===== config.mk =====
export PLATFORM = sky130hd
export DESIGN_NAME = divmod_const_11_pipe
export DESIGN_NICKNAME = d
export VERILOG_FILES = /design/src/rtl/divider_const_pkg.sv /design/src/rtl/divmod_correct.sv /design/src/rtl/divmod_const_11_pipe.sv
export SDC_FILE = /design/constraint.sdc
export NUM_CORES = 1
export LEC_CHECK = 0
export BUFFER_PORTS_ARGS = -buffer_cell sky130_fd_sc_hd__buf_4
export CAP_MARGIN = 5
export CORE_MARGIN = 3
export CORE_UTILIZATION = 57
export CTS_BUF_LIST = sky130_fd_sc_hd__clkbuf_16
export CTS_CLUSTER_SIZE = 8
export DETAILED_ROUTE_END_ITERATION = 12
export PLACE_DENSITY = 0.78
export SLEW_MARGIN = 30
export SYNTH_ARGS = -nofsm -noshare
export SYNTH_HDL_FRONTEND = slang
export SYNTH_SLANG_ARGS = --single-unit

===== constraint.sdc =====
create_clock -name clk -period 4.5 [get_ports clk]
set_input_delay 0.45 -clock clk [delete_from_list [all_inputs] [get_ports clk]]
set_output_delay 0.45 -clock clk [all_outputs]
set_load 0.005 [all_outputs]

===== src/rtl/divider_const_pkg.sv =====
// Shared constants for the divide-by-constant blocks.
//
// Every constant divider derives its reciprocal through ceil_recip() so the
// rounding is identical across the codebase. The DEF_* names are defaults
// only; each block exposes them as overridable parameters.
package divider_const_pkg;

    localparam int DEF_BWI1    = 10;  // dividend width
    localparam int DEF_BWI2    = 14;  // reciprocal width / product right-shift
    localparam int DEF_BWO1    = 10;  // quotient width
    localparam int DEF_BWR     = 4;   // remainder width, 2^BWR > divisor
    localparam int DEF_DIVISOR = 11;

    // ceil(2^bw / d): rounding up keeps the estimate from falling short for
    // small dividends, and any overshoot is bounded by the dividend width.
    function automatic int ceil_recip(input int bw, input int d);
        return ((1 << bw) + d - 1) / d;
    endfunction

    localparam int DEF_CONST_MULTI = ceil_recip(DEF_BWI2, DEF_DIVISOR);

endpackage


===== src/rtl/divmod_correct.sv =====
// Combinational +/-1 correction for a reciprocal-estimated quotient.
//
// Ports:
//   q_est  in   BWO1  quotient estimate
//   r_raw  in   RW    signed remainder x - q_est*DIVISOR
//   q      out  BWO1  corrected quotient
//   r      out  BWR   corrected remainder
//   bad    out  1     corrected remainder still outside [0, DIVISOR-1],
//                     i.e. the estimate was off by more than one
module divmod_correct #(
    parameter int BWO1    = 10,
    parameter int BWR     = 4,
    parameter int RW      = 12,
    parameter int DIVISOR = 11
) (
    input  logic [BWO1-1:0]       q_est,
    input  logic signed [RW-1:0]  r_raw,
    output logic [BWO1-1:0]       q,
    output logic [BWR-1:0]        r,
    output logic                  bad
);

    localparam logic signed [RW-1:0] DIV_S = RW'(DIVISOR);
    localparam logic [BWO1-1:0]      ONE   = BWO1'(1);

    logic signed [RW-1:0] r_c;

    always_comb begin
        q   = q_est;
        r_c = r_raw;
        if (r_raw[RW-1]) begin
            // estimate one too high
            q   = q_est - ONE;
            r_c = r_raw + DIV_S;
        end else if (r_raw >= DIV_S) begin
            // estimate one too low
            q   = q_est + ONE;
            r_c = r_raw - DIV_S;
        end
    end

    assign bad = r_c[RW-1] || (r_c >= DIV_S);
    assign r   = BWR'(r_c);

endmodule


===== src/rtl/divmod_const_11_pipe.sv =====
// Pipelined unsigned divide-by-11 with remainder, valid/ready on both sides.
//
//   stage 1: capture dividend
//   stage 2: q_est = (x * CONST_MULTI) >> BWI2
//   stage 3: r_raw = x - q_est*DIVISOR (signed, BWI1+2 bits)
//   stage 4: +/-1 correction, drives outputs; err is sticky
//
// The whole pipe freezes while the output is held (out_valid && !out_ready);
// otherwise every stage advances, bubbles included. in_ready is the
// combinational inverse of that stall, so an input can be taken in the same
// cycle the output drains.
//
// Ports:
//   clk, rst   clock (rising), asynchronous active-high reset
//   in_valid   dividend valid          in_ready  block can accept
//   i1         unsigned dividend
//   out_valid  result valid            out_ready downstream accepts
//   o1         quotient                o2        remainder
//   err        sticky: estimate was off by more than one
module divmod_const_11_pipe
    import divider_const_pkg::*;
#(
    parameter int BWI1        = DEF_BWI1,
    parameter int BWI2        = DEF_BWI2,
    parameter int BWO1        = DEF_BWO1,
    parameter int BWR         = DEF_BWR,
    parameter int DIVISOR     = DEF_DIVISOR,
    parameter int CONST_MULTI = ceil_recip(BWI2, DIVISOR)
) (
    input  logic            clk,
    input  logic            rst,
    input  logic            in_valid,
    output logic            in_ready,
    input  logic [BWI1-1:0] i1,
    output logic            out_valid,
    input  logic            out_ready,
    output logic [BWO1-1:0] o1,
    output logic [BWR-1:0]  o2,
    output logic            err
);

    localparam int STAGES = 4;
    localparam int PW     = BWI1 + BWI2;  // full product, never truncated
    localparam int RW     = BWI1 + 2;     // signed remainder width

    logic              stall;
    logic              accept;
    logic [STAGES:1]   vld_pipe;

    logic [BWI1-1:0]       x1, x2;
    logic [BWO1-1:0]       q2, q3;
    logic signed [RW-1:0]  r3;

    logic [PW-1:0]         prod;
    logic [BWO1-1:0]       q_est_c;
    logic [RW-1:0]         p_c;
    logic signed [RW-1:0]  r_raw_c;

    logic [BWO1-1:0]       q_fix;
    logic [BWR-1:0]        r_fix;
    logic                  bad;

    assign out_valid = vld_pipe[STAGES];
    assign stall     = out_valid && !out_ready;
    assign in_ready  = !stall;
    assign accept    = in_valid && in_ready;

    // stage 2 datapath
    assign prod    = PW'(x1) * PW'(CONST_MULTI);
    assign q_est_c = BWO1'(prod >> BWI2);

    // stage 3 datapath
    assign p_c     = RW'(q2) * RW'(DIVISOR);
    assign r_raw_c = $signed({2'b00, x2}) - $signed(p_c);

    // stage 4 datapath
    divmod_correct #(
        .BWO1    (BWO1),
        .BWR     (BWR),
        .RW      (RW),
        .DIVISOR (DIVISOR)
    ) u_correct (
        .q_est (q3),
        .r_raw (r3),
        .q     (q_fix),
        .r     (r_fix),
        .bad   (bad)
    );

    always_ff @(posedge clk or posedge rst) begin
        if (rst) begin
            vld_pipe <= '0;
            x1       <= '0;
            x2       <= '0;
            q2       <= '0;
            q3       <= '0;
            r3       <= '0;
            o1       <= '0;
            o2       <= '0;
            err      <= 1'b0;
        end else if (!stall) begin
            vld_pipe <= {vld_pipe[STAGES-1:1], accept};
            // data of bubbles is don't-care, so only the valid bits gate
            x1       <= i1;
            x2       <= x1;
            q2       <= q_est_c;
            q3       <= q2;
            r3       <= r_raw_c;
            if (vld_pipe[STAGES-1]) begin
                o1 <= q_fix;
                o2 <= r_fix;
                if (bad)
                    err <= 1'b1;
            end
        end
    end

endmodule


Word level (Yosys, flattened, before mapping)
Index checks and enable logic that the tools add are counted.
- bits of input ports: 14
- bits in registers: 65
- logic and storage cells: 30
- order comparisons: 2
- $add $sub $neg: 5
- $mul: 2
- muxes and demuxes: 4
- reductions and logical operators: 7
- bitwise operators: 1
- operator list (cell ; count):
    12-bit by 5-bit >= comparator with 1-bit output, second input constant ; 2
    12-bit 2-to-1 mux ; 2
    10-bit by 10-bit multiplier with 20-bit output, second input constant ; 1
    10-bit 2-to-1 mux ; 2
    12-bit by 5-bit adder with 12-bit output, second input constant ; 1
    10-bit by 11-bit subtractor with 12-bit output ; 1
    12-bit by 5-bit subtractor with 12-bit output, second input constant ; 1
    7-bit by 4-bit multiplier with 11-bit output, second input constant ; 1
    7-bit by 1-bit adder with 8-bit output, second input constant ; 1
    7-bit by 1-bit subtractor with 8-bit output, second input constant ; 1
    3-bit AND reduction ; 1
    1-bit logical AND ; 2
    1-bit logical NOT ; 2
    2-bit AND reduction ; 1
    1-bit logical OR ; 1
    1-bit inverter ; 1

Depth between registers and ports, before layout
Gate-level depths: netlist of the first run.
- depth in word-level cells: 6
- gate-level depth with buffers: 17

By module
From an unflattened synthesis of the first run, not the netlist that was laid out.
- cell total of the unflattened synthesis: 641
- area total of the unflattened synthesis: 6035.8 um2
- by module, submodules not included (module ; times used ; area an instance (um2) ; sequential area each (um2) ; cells an instance):
    divmod_const_11_pipe ; 1 ; 5132.4 ; 1626.6 ; 510
    divmod_correct ; 1 ; 903.4 ; 0.0 ; 131

Worst setup path after synthesis of the first run
Ideal clock, no wire load.
- path kind: register to register
- start: reg x1[3]
- end: reg q2[6]
- data required time: 4369 ps
- setup time: 131 ps
- stages on the path, launching flop included: 16
- slack: 95 ps
- arrival: 4273 ps
- path buffers: 0
- clock period less this slack: 4405 ps
- cells stage by stage: dfrtp_1 ha_1 ha_1 inv_1 fa_1 fa_1 fa_1 inv_1 ha_1 a211oi_1 nand3_1 o21ai_0 o211ai_1 a21oi_1 nor4b_1 nor3_1
- longest elaborated chain between the ends: 1
- RTL lines (what ; line ; text):
    from (decl) ; divmod_const_11_pipe.sv:50 ; logic [BWI1-1:0] x1, x2;
    from (signal assigned) ; divmod_const_11_pipe.sv:104 ; x1 <= i1;
    10-bit by 10-bit multiplier with 20-bit output ; divmod_const_11_pipe.sv:69 ; assign prod = PW'(x1) * PW'(CONST_MULTI);
    to (signal assigned) ; divmod_const_11_pipe.sv:106 ; q2 <= q_est_c;
    to (decl) ; divmod_const_11_pipe.sv:51 ; logic [BWO1-1:0] q2, q3;
No other way between the ends.
A chain may end at the register's enable or synchronous reset.

Worst setup path after layout of the first run
- start: reg x1[3]
- end: reg q2[3]
The elaborated chain is that of the path after synthesis.

==> metrics.md, run 1 <==
| Metric | Value |
|---|---|
| Status | finished clean |
| Ant diodes | 0 |
| Hpwl dp | 8819 microns |
| Crit Path Category | flop to flop |
| Core ar. | 9415 sq um |
| Final setup fails | 0 |
| Hold path depth | 3 |
| Largest stage delay on the critical path | 0.55 ns |
| Initial DRC count | 290 |
| Worst setup SP type | flop |
| Endpoint with the worst hold slack | x1[7] |
| Via count | 4395 |
| Seq/Total Area, Yosys | 0.2858 |
| Final Hold Viols | 0 |
| DR vias/cell | 5.700 |
| Largest net degree at the start of global routing | 65 |
| Clock buffer depth | 2 |
| Max Cap Viol | 0 |
| EDFF count, synth | 0 |
| First-pass GRT wire length | 20420 microns |
| Final period util | 0.9847 |
| Crit. End Element | flop |
| Top_reg_cell synth | dfrtp_1 |
| Peak Freq | 225.7 MHz |
| Relative slew margins | 0.4539 |
| Post-DRT Antenna Nets | 0 |
| WL/cell | 16.06 microns |
| Worst path cell trace | ha_1 -> ha_1 -> inv_1 -> fa_1 -> fa_1 -> fa_1 -> inv_1 -> ha_4 -> a211oi_2 -> nand3_1 -> o21ai_2 -> buf_6 -> o21bai_2 -> a21o_1 -> a211oi_2 -> o31ai_1 |
| Die area | 11060 sq um |
| Die Wd | 105.2 microns |
| Worst R2R Setup Slack | 0.07 ns |
| Hold_sp | i1[7] |
| Post-Syn Area | 5604 sq um |
| Delay-heaviest family, CP | adder cells |
| CTS root buf | clkbuf_16 |
| Routability cong. | 0.8948 |
| Crit path DAT | 4.63 ns |
| Critical-path top delay cell | fa_1 |
| Yosys Warn Count | 0 |
| Clock Latency Late Sink | 0.34 ns |
| CTS tree | built |
| FILL cells | 708 |
| GR Overflow Total | 0 |
| CTS Sinks | 64 |
| Synthesized flop and latch total | 64 |
| Die H | 105.2 microns |
| Mapped Cells | 602 |
| Worst Hold Class | primary input to flop |
| Antenna violations before repair | 0 |
| Site row count | 35 |
| Area Growth Syn to Fin | 14.87% |
| Fin nets | 775 |
| Drt drc | 0 |
| Ys async rst share | 1.000 |
| RSZ-0062 raised after global routing | yes |
| Crit path time final | 4.431 ns |
| Worst Tran Pin Value | 0.8192 ns |
| Initial core utilization | 0.5952 |
| Setup TNS | 0 ns |
| CTS Buf Count | 9 |
| Share of cells above drive strength 1 | 0.1573 |
| Most frequent CP cell | fa_1 |
| Post-Route WL | 12390 microns |
| Reg2reg path depth | 16 |
| Syn_nets | 740 |
| RR Endpoint | q2[3] |
| IO buf count | 30 |
| Pins Over Slew Limit | 0 |
| Clk pin slew, worst setup/hold paths | 0.06 ns |
| # hold bufs at CTS | 0 |
| CTS H-tree depth | 3 |
| Worst Skew | 0.01173 ns |
| Io pins | 31 |
| Crit Reg-Reg Startpoint | x1[3] |
| CP bufs+invs | 3 |
| Syn avg cell area | 9.309 sq um |
| Total Routing Usage GR | 0.2305 |
| Synth cell types | 63 |
| DRT Pass-1 Iters | 4 |
| CP max FO | 5 |
| Worst path required time | 4.70 ns |
| Vias in the first global route | 4358 |
[cells by family after synthesis]
| logic type | count (synthesis) | share of synthesized area |
|---|---|---|
| DFF | 64 | 0.2858 |
| adders and majority gates | 124 | 0.3237 |
| xor gates and xnor gates | 22 | 0.03438 |
| buffers and inverters | 96 | 0.07167 |
| muxes | 2 | 0.004018 |
| and+or+nand+nor | 175 | 0.1478 |
| AOI/OAI and AO/OA | 119 | 0.1326 |
[per-layer routing]
metal  global-route usage  vias up  part of all wire
li1                     -     2122                 -
met1               0.2842     2126              0.42
met2               0.3891      111              0.51
met3              0.04200       36             0.035
met4               0.1115        0             0.038
met5                    0        -                 0
[worst min-delay path: stages]
cell     delay [ns]
buf_4          0.07
nand2_1        0.03
o21ai_0        0.05
[cell usage in the layout (no fill, tap or decap), types with 3 or more instances in the layout]
cell type and n:
nor2_1 25, nor2b_1 3, nand2b_1 3, xnor2_1 12
nand4_1 5, a211oi_1 3, clkinv_4 3, ha_1 83
clkbuf_16 9, nand2_1 95, dfrtp_2 5, a41oi_1 3
a21o_1 4, fa_1 35, o211ai_1 4, nor3_1 8
nand3_1 8, a21oi_1 22, o21ai_0 45, inv_1 73
o22ai_1 3, dfrtp_1 59, o31ai_1 4, buf_4 44
ha_4 5, or3_2 3, o21a_1 3, xor2_1 10
nor3b_1 3
[state kept, by name, indices dropped and copies added, names as in the netlist]
register / flops
r3: 12
q2: 7
o2: 4
o1: 9
x1: 10
vld_pipe: 4
x2: 10
q3: 7
err: 1
[Yosys cell counts, types with 2 or more instances]
library cell | count | area, sq um
o221ai_1 | 2 | 17.52
or2_2 | 2 | 12.51
inv_1 | 74 | 277.8
fa_1 | 35 | 700.7
o41ai_1 | 2 | 17.52
a22oi_1 | 2 | 15.01
o21ai_0 | 46 | 230.2
nand3_1 | 9 | 45.04
a21oi_1 | 24 | 120.1
a21o_1 | 4 | 30.03
xnor2_1 | 12 | 105.1
xor2_1 | 10 | 87.58
nand2b_1 | 3 | 18.77
o211ai_1 | 4 | 30.03
o22ai_1 | 3 | 18.77
or3_2 | 3 | 22.52
nand2_1 | 95 | 356.6
nor2b_1 | 4 | 25.02
o31ai_1 | 4 | 30.03
clkbuf_1 | 14 | 52.55
o21bai_1 | 3 | 22.52
buf_4 | 2 | 15.01
ha_1 | 89 | 1114
nor3_1 | 8 | 40.04
and3_1 | 2 | 12.51
buf_6 | 3 | 33.78
dfrtp_1 | 64 | 1602
a211oi_1 | 5 | 37.54
nor3b_1 | 3 | 22.52
nand3b_1 | 2 | 15.01
nor2_1 | 25 | 93.84
o21a_1 | 3 | 22.52
nand4_1 | 5 | 31.28
nor4b_1 | 2 | 17.52
a31oi_1 | 3 | 18.77
a41oi_1 | 3 | 26.28
mux2_2 | 2 | 22.52
[per-stage QoR]
step                hold WS [ns]  instance area [sq um]  utilization  worst slack, ns  instances
floorplan                 0.4386                   5604            -          0.09511        602
global placement          0.4508                   5961       0.6331          0.06029        751
detailed placement        0.4601                   5961       0.6331         -0.06896        751
CTS                       0.2980                   6344       0.6738         0.006608        769
global route              0.3235                   6437       0.6837         -0.07185        771
finish                    0.3053                   6437       0.6837          0.06872        771
[worst max path at each step]
stage,from,endpoint,slack (ns),cells after the start
after global routing,x1[3],q2[3],-0.07,16
final,x1[3],q2[3],0.07,16
after detailed placement,x1[3],q2[6],-0.07,15
after global placement,x1[3],q2[6],0.06,15
after floorplan,x1[3],q2[6],0.1,15
after CTS,x1[3],q2[3],0.007,16
[cell type report]
cell class | count | area (sq um) | area share
multi-input combinational | 442 | 3716 | 0.5773
inverter | 75 | 281.5 | 0.04373
tap | 129 | 161.4 | 0.02507
timing repair buffer | 45 | 341.6 | 0.05306
sequential | 64 | 1608 | 0.2498
clock buffer | 9 | 225.2 | 0.03499
clock inverter | 7 | 103.9 | 0.01613
[timing repair]
action	in CTS	in global routing
endpoints found under the setup margin	5	5
gates resized for setup	10	12
setup buffers	2	2
pin swaps	2	6
Power of run 1 is left out: the tool's default activity adds up to more than one toggle a clock period on the data nets, which glitch-free logic cannot reach.
==> run 2: changes to the inputs <==
--- a/config.mk
+++ b/config.mk
@@ -12,7 +12,9 @@
 export CTS_BUF_LIST = sky130_fd_sc_hd__clkbuf_16
 export CTS_CLUSTER_SIZE = 8
 export DETAILED_ROUTE_END_ITERATION = 12
+export GPL_ROUTABILITY_DRIVEN = 0
 export PLACE_DENSITY = 0.78
+export SETUP_SLACK_MARGIN = 0.4
 export SLEW_MARGIN = 30
 export SYNTH_ARGS = -nofsm -noshare
 export SYNTH_HDL_FRONTEND = slang
==> constraint.sdc (replaced) <==
create_clock -name clk -period 4.5 [get_ports clk]
set_input_delay 0.225 -clock clk [delete_from_list [all_inputs] [get_ports clk]]
set_output_delay 0.225 -clock clk [all_outputs]
set_load 0.005 [all_outputs]
==> metrics.md, run 2 (synthesized netlist as in run 1, its figures left out) <==
| Metric | Value |
|---|---|
| Status | finished with violations (was finished clean) |
| Violated checks | setup timing |
| CTS H-tree depth | 3 (unchanged) |
| # hold bufs at CTS | 0 (unchanged) |
| Core ar. | 9415 sq um (unchanged) |
| CTS tree | built (unchanged) |
| Site row count | 35 (unchanged) |
| Worst path required time | 4.75 ns (was 4.70 ns) |
| Crit. End Element | flop (unchanged) |
| Met2 wire length | 7614 microns (was 6257 microns) |
| Pre-CTS WS | 0.1606 ns (was -0.06896 ns) |
| Fin nets | 782 (was 775) |
| Worst Tran Pin Value | 0.8473 ns (was 0.8192 ns) |
| Most frequent CP cell | fa_1 (unchanged) |
| Initial core utilization | 0.5952 (unchanged) |
| Delay-heaviest family, CP | adder cells (unchanged) |
| IO buf count | 30 (unchanged) |
| Final Hold Viols | 0 (unchanged) |
| Multi-input gate area | 3925 sq um (was 3716 sq um) |
| Die H | 105.2 microns (unchanged) |
| Share of cells above drive strength 1 | 0.2003 (was 0.1573) |
| Peak Freq | 221.6 MHz (was 225.7 MHz) |
| Crit path DAT | 4.76 ns (was 4.63 ns) |
| Worst Skew | 0.01333 ns (was 0.01173 ns) |
| Relative slew margins | 0.4351 (was 0.4539) |
| Die area | 11060 sq um (unchanged) |
| DRT Pass-1 Iters | 5 (was 4) |
| Critical-path top delay cell | fa_1 (unchanged) |
| Commonest non-fill, non-tap cells in the layout | nand2_1 (95), ha_1 (73), inv_1 (69) (was nand2_1 (95), ha_1 (83), inv_1 (73)) |
| Area Growth Syn to Fin | 19.80% (was 14.87%) |
| Crit Path Category | flop to flop (unchanged) |
| Most flop-heavy register | r3 (unchanged) |
| Post-DRT Antenna Nets | 0 (unchanged) |
| Utilization after layout | 0.7131 (was 0.6837) |
| Max Cap Viol | 0 (unchanged) |
| Largest stage delay on the critical path | 0.56 ns (was 0.55 ns) |
| Antenna violations before repair | 0 (unchanged) |
| Die Wd | 105.2 microns (unchanged) |
| Wire length on met3 | 729 microns (was 434 microns) |
| CTS Sinks | 64 (unchanged) |
| Worst Hold Class | primary input to flop (unchanged) |
| Crit path time final | 4.513 ns (was 4.431 ns) |
| Total Routing Usage GR | 0.2667 (was 0.2305) |
| Post-Route WL | 15190 microns (was 12390 microns) |
| Clk pin slew, worst setup/hold paths | 0.07 ns (was 0.06 ns) |
| Commonest non-fill, non-tap cell in the layout | nand2_1 (unchanged) |
| CP bufs+invs | 4 (was 3) |
| Pins Over Slew Limit | 0 (unchanged) |
| First-pass GRT wire length | 23130 microns (was 20420 microns) |
| Worst path cell trace | buf_4 -> ha_4 -> ha_4 -> fa_1 -> fa_1 -> inv_2 -> fa_1 -> inv_1 -> ha_1 -> a31oi_2 -> a31oi_4 -> o21ai_4 -> o21bai_2 -> a21o_1 -> buf_4 -> xnor2_2 -> o21ai_1 (was ha_1 -> ha_1 -> inv_1 -> fa_1 -> fa_1 -> fa_1 -> inv_1 -> ha_4 -> a211oi_2 -> nand3_1 -> o21ai_2 -> buf_6 -> o21bai_2 -> a21o_1 -> a211oi_2 -> o31ai_1) |
| Largest register FFs | 12 (unchanged) |
| Met1 WL | 5907 microns (was 5227 microns) |
| Sequential Area | 1610 sq um (was 1608 sq um) |
| Io pins | 31 (unchanged) |
| Via count | 4739 (was 4395) |
| Clock Latency Late Sink | 0.34 ns (about the same) |
| CTS Buf Count | 9 (unchanged) |
| Drt drc | 0 (unchanged) |
| Setup ws final | -0.01329 ns (was 0.06872 ns) |
| Clock buffer depth | 2 (unchanged) |
| Final period util | 1.003 (was 0.9847) |
| GR Overflow Total | 0 (unchanged) |
| Largest net degree at the start of global routing | 65 (unchanged) |
| Biggest regs | r3 (12), x1 (10), x2 (10) (unchanged) |
| Worst setup SP type | flop (unchanged) |
| Hold Slack | 0.08416 ns (was 0.3053 ns) |
| Initial DRC count | 321 (was 290) |
| DR vias/cell | 6.091 (was 5.700) |
| Final setup fails | 1 (was 0) |
| Vias in the first global route | 4615 (was 4358) |
| CTS root buf | clkbuf_16 (unchanged) |
| FILL cells | 637 (was 708) |
| Hpwl dp | 8601 microns (was 8819 microns) |
| RSZ-0062 raised after global routing | yes (unchanged) |
| Ant diodes | 0 (unchanged) |
| CP max FO | 5 (unchanged) |
| Top Metal Used | met4 (unchanged) |
| WL/cell | 19.52 microns (was 16.06 microns) |
| Setup TNS | -0.01329 ns (was 0 ns) |
[run 2: cell types whose count changed in the layout (fill, tap and decap cells not counted), sizes merged]
cell,previous run,this run
buf,45,52
clkinv,4,3
clkinvlp,0,1
[run 2: final cells by class]
| cell class | instances | area share |
|---|---|---|
| flip-flops and latches | 64 | 0.2398 |
| multi-input cells | 442 | 0.5846 |
| inverters | 75 | 0.04230 |
| well taps | 129 | 0.02404 |
| repair buffers | 52 | 0.06038 |
| clock inverters | 7 | 0.01528 |
| clock buffers | 9 | 0.03354 |
[run 2: through the flow]
| step | instances | cell area (sq um) |
|---|---|---|
| after global placement | 744 | 5928 |
| after CTS | 772 | 6554 |
| final | 778 | 6714 |
| after floorplan | 602 | 5624 |
| after global routing | 778 | 6714 |
| after detailed placement | 744 | 5928 |
[run 2: routing by layer]
metal,GRT usage,vias up
li1,-,2127
met1,0.3124,2295
met2,0.4615,235
met3,0.04385,82
met4,0.1518,0
met5,0,-
[run 2: worst register-to-register path: stages, from the launching register on]
cell	delay, ns
dfrtp_2	0.48
buf_4	0.17
ha_4	0.28
ha_4	0.20
fa_1	0.46
fa_1	0.53
inv_2	0.07
fa_1	0.56
inv_1	0.08
ha_1	0.31
a31oi_2	0.26
a31oi_4	0.13
o21ai_4	0.11
o21bai_2	0.12
a21o_1	0.21
buf_4	0.16
xnor2_2	0.12
o21ai_1	0.17
[run 2: worst paths after layout]
| check | startpoint | to | slack, ns | cells past startpoint |
|---|---|---|---|---|
| setup / recovery | x1[2] | q2[2] | -0.01 | 17 |
| hold / removal | i1[4] | x1[4] | 0.08 | 3 |
| setup reg to reg | x1[2] | q2[2] | -0.01 | 17 |
| hold reg to reg | vld_pipe[2] | vld_pipe[2] | 0.47 | 2 |
| max in group asynchronous | rst | q2[6] | 3.79 | 3 |
| min in group asynchronous | rst | o1[8] | 0.13 | 3 |
[run 2: what timing repair did]
action	4_1_cts	5_1_grt
pin swaps	28	15
resized for setup	30	22
endpoints found under the setup margin	6	7
setup buffers	12	6
Power of run 2 is left out for the same reason.
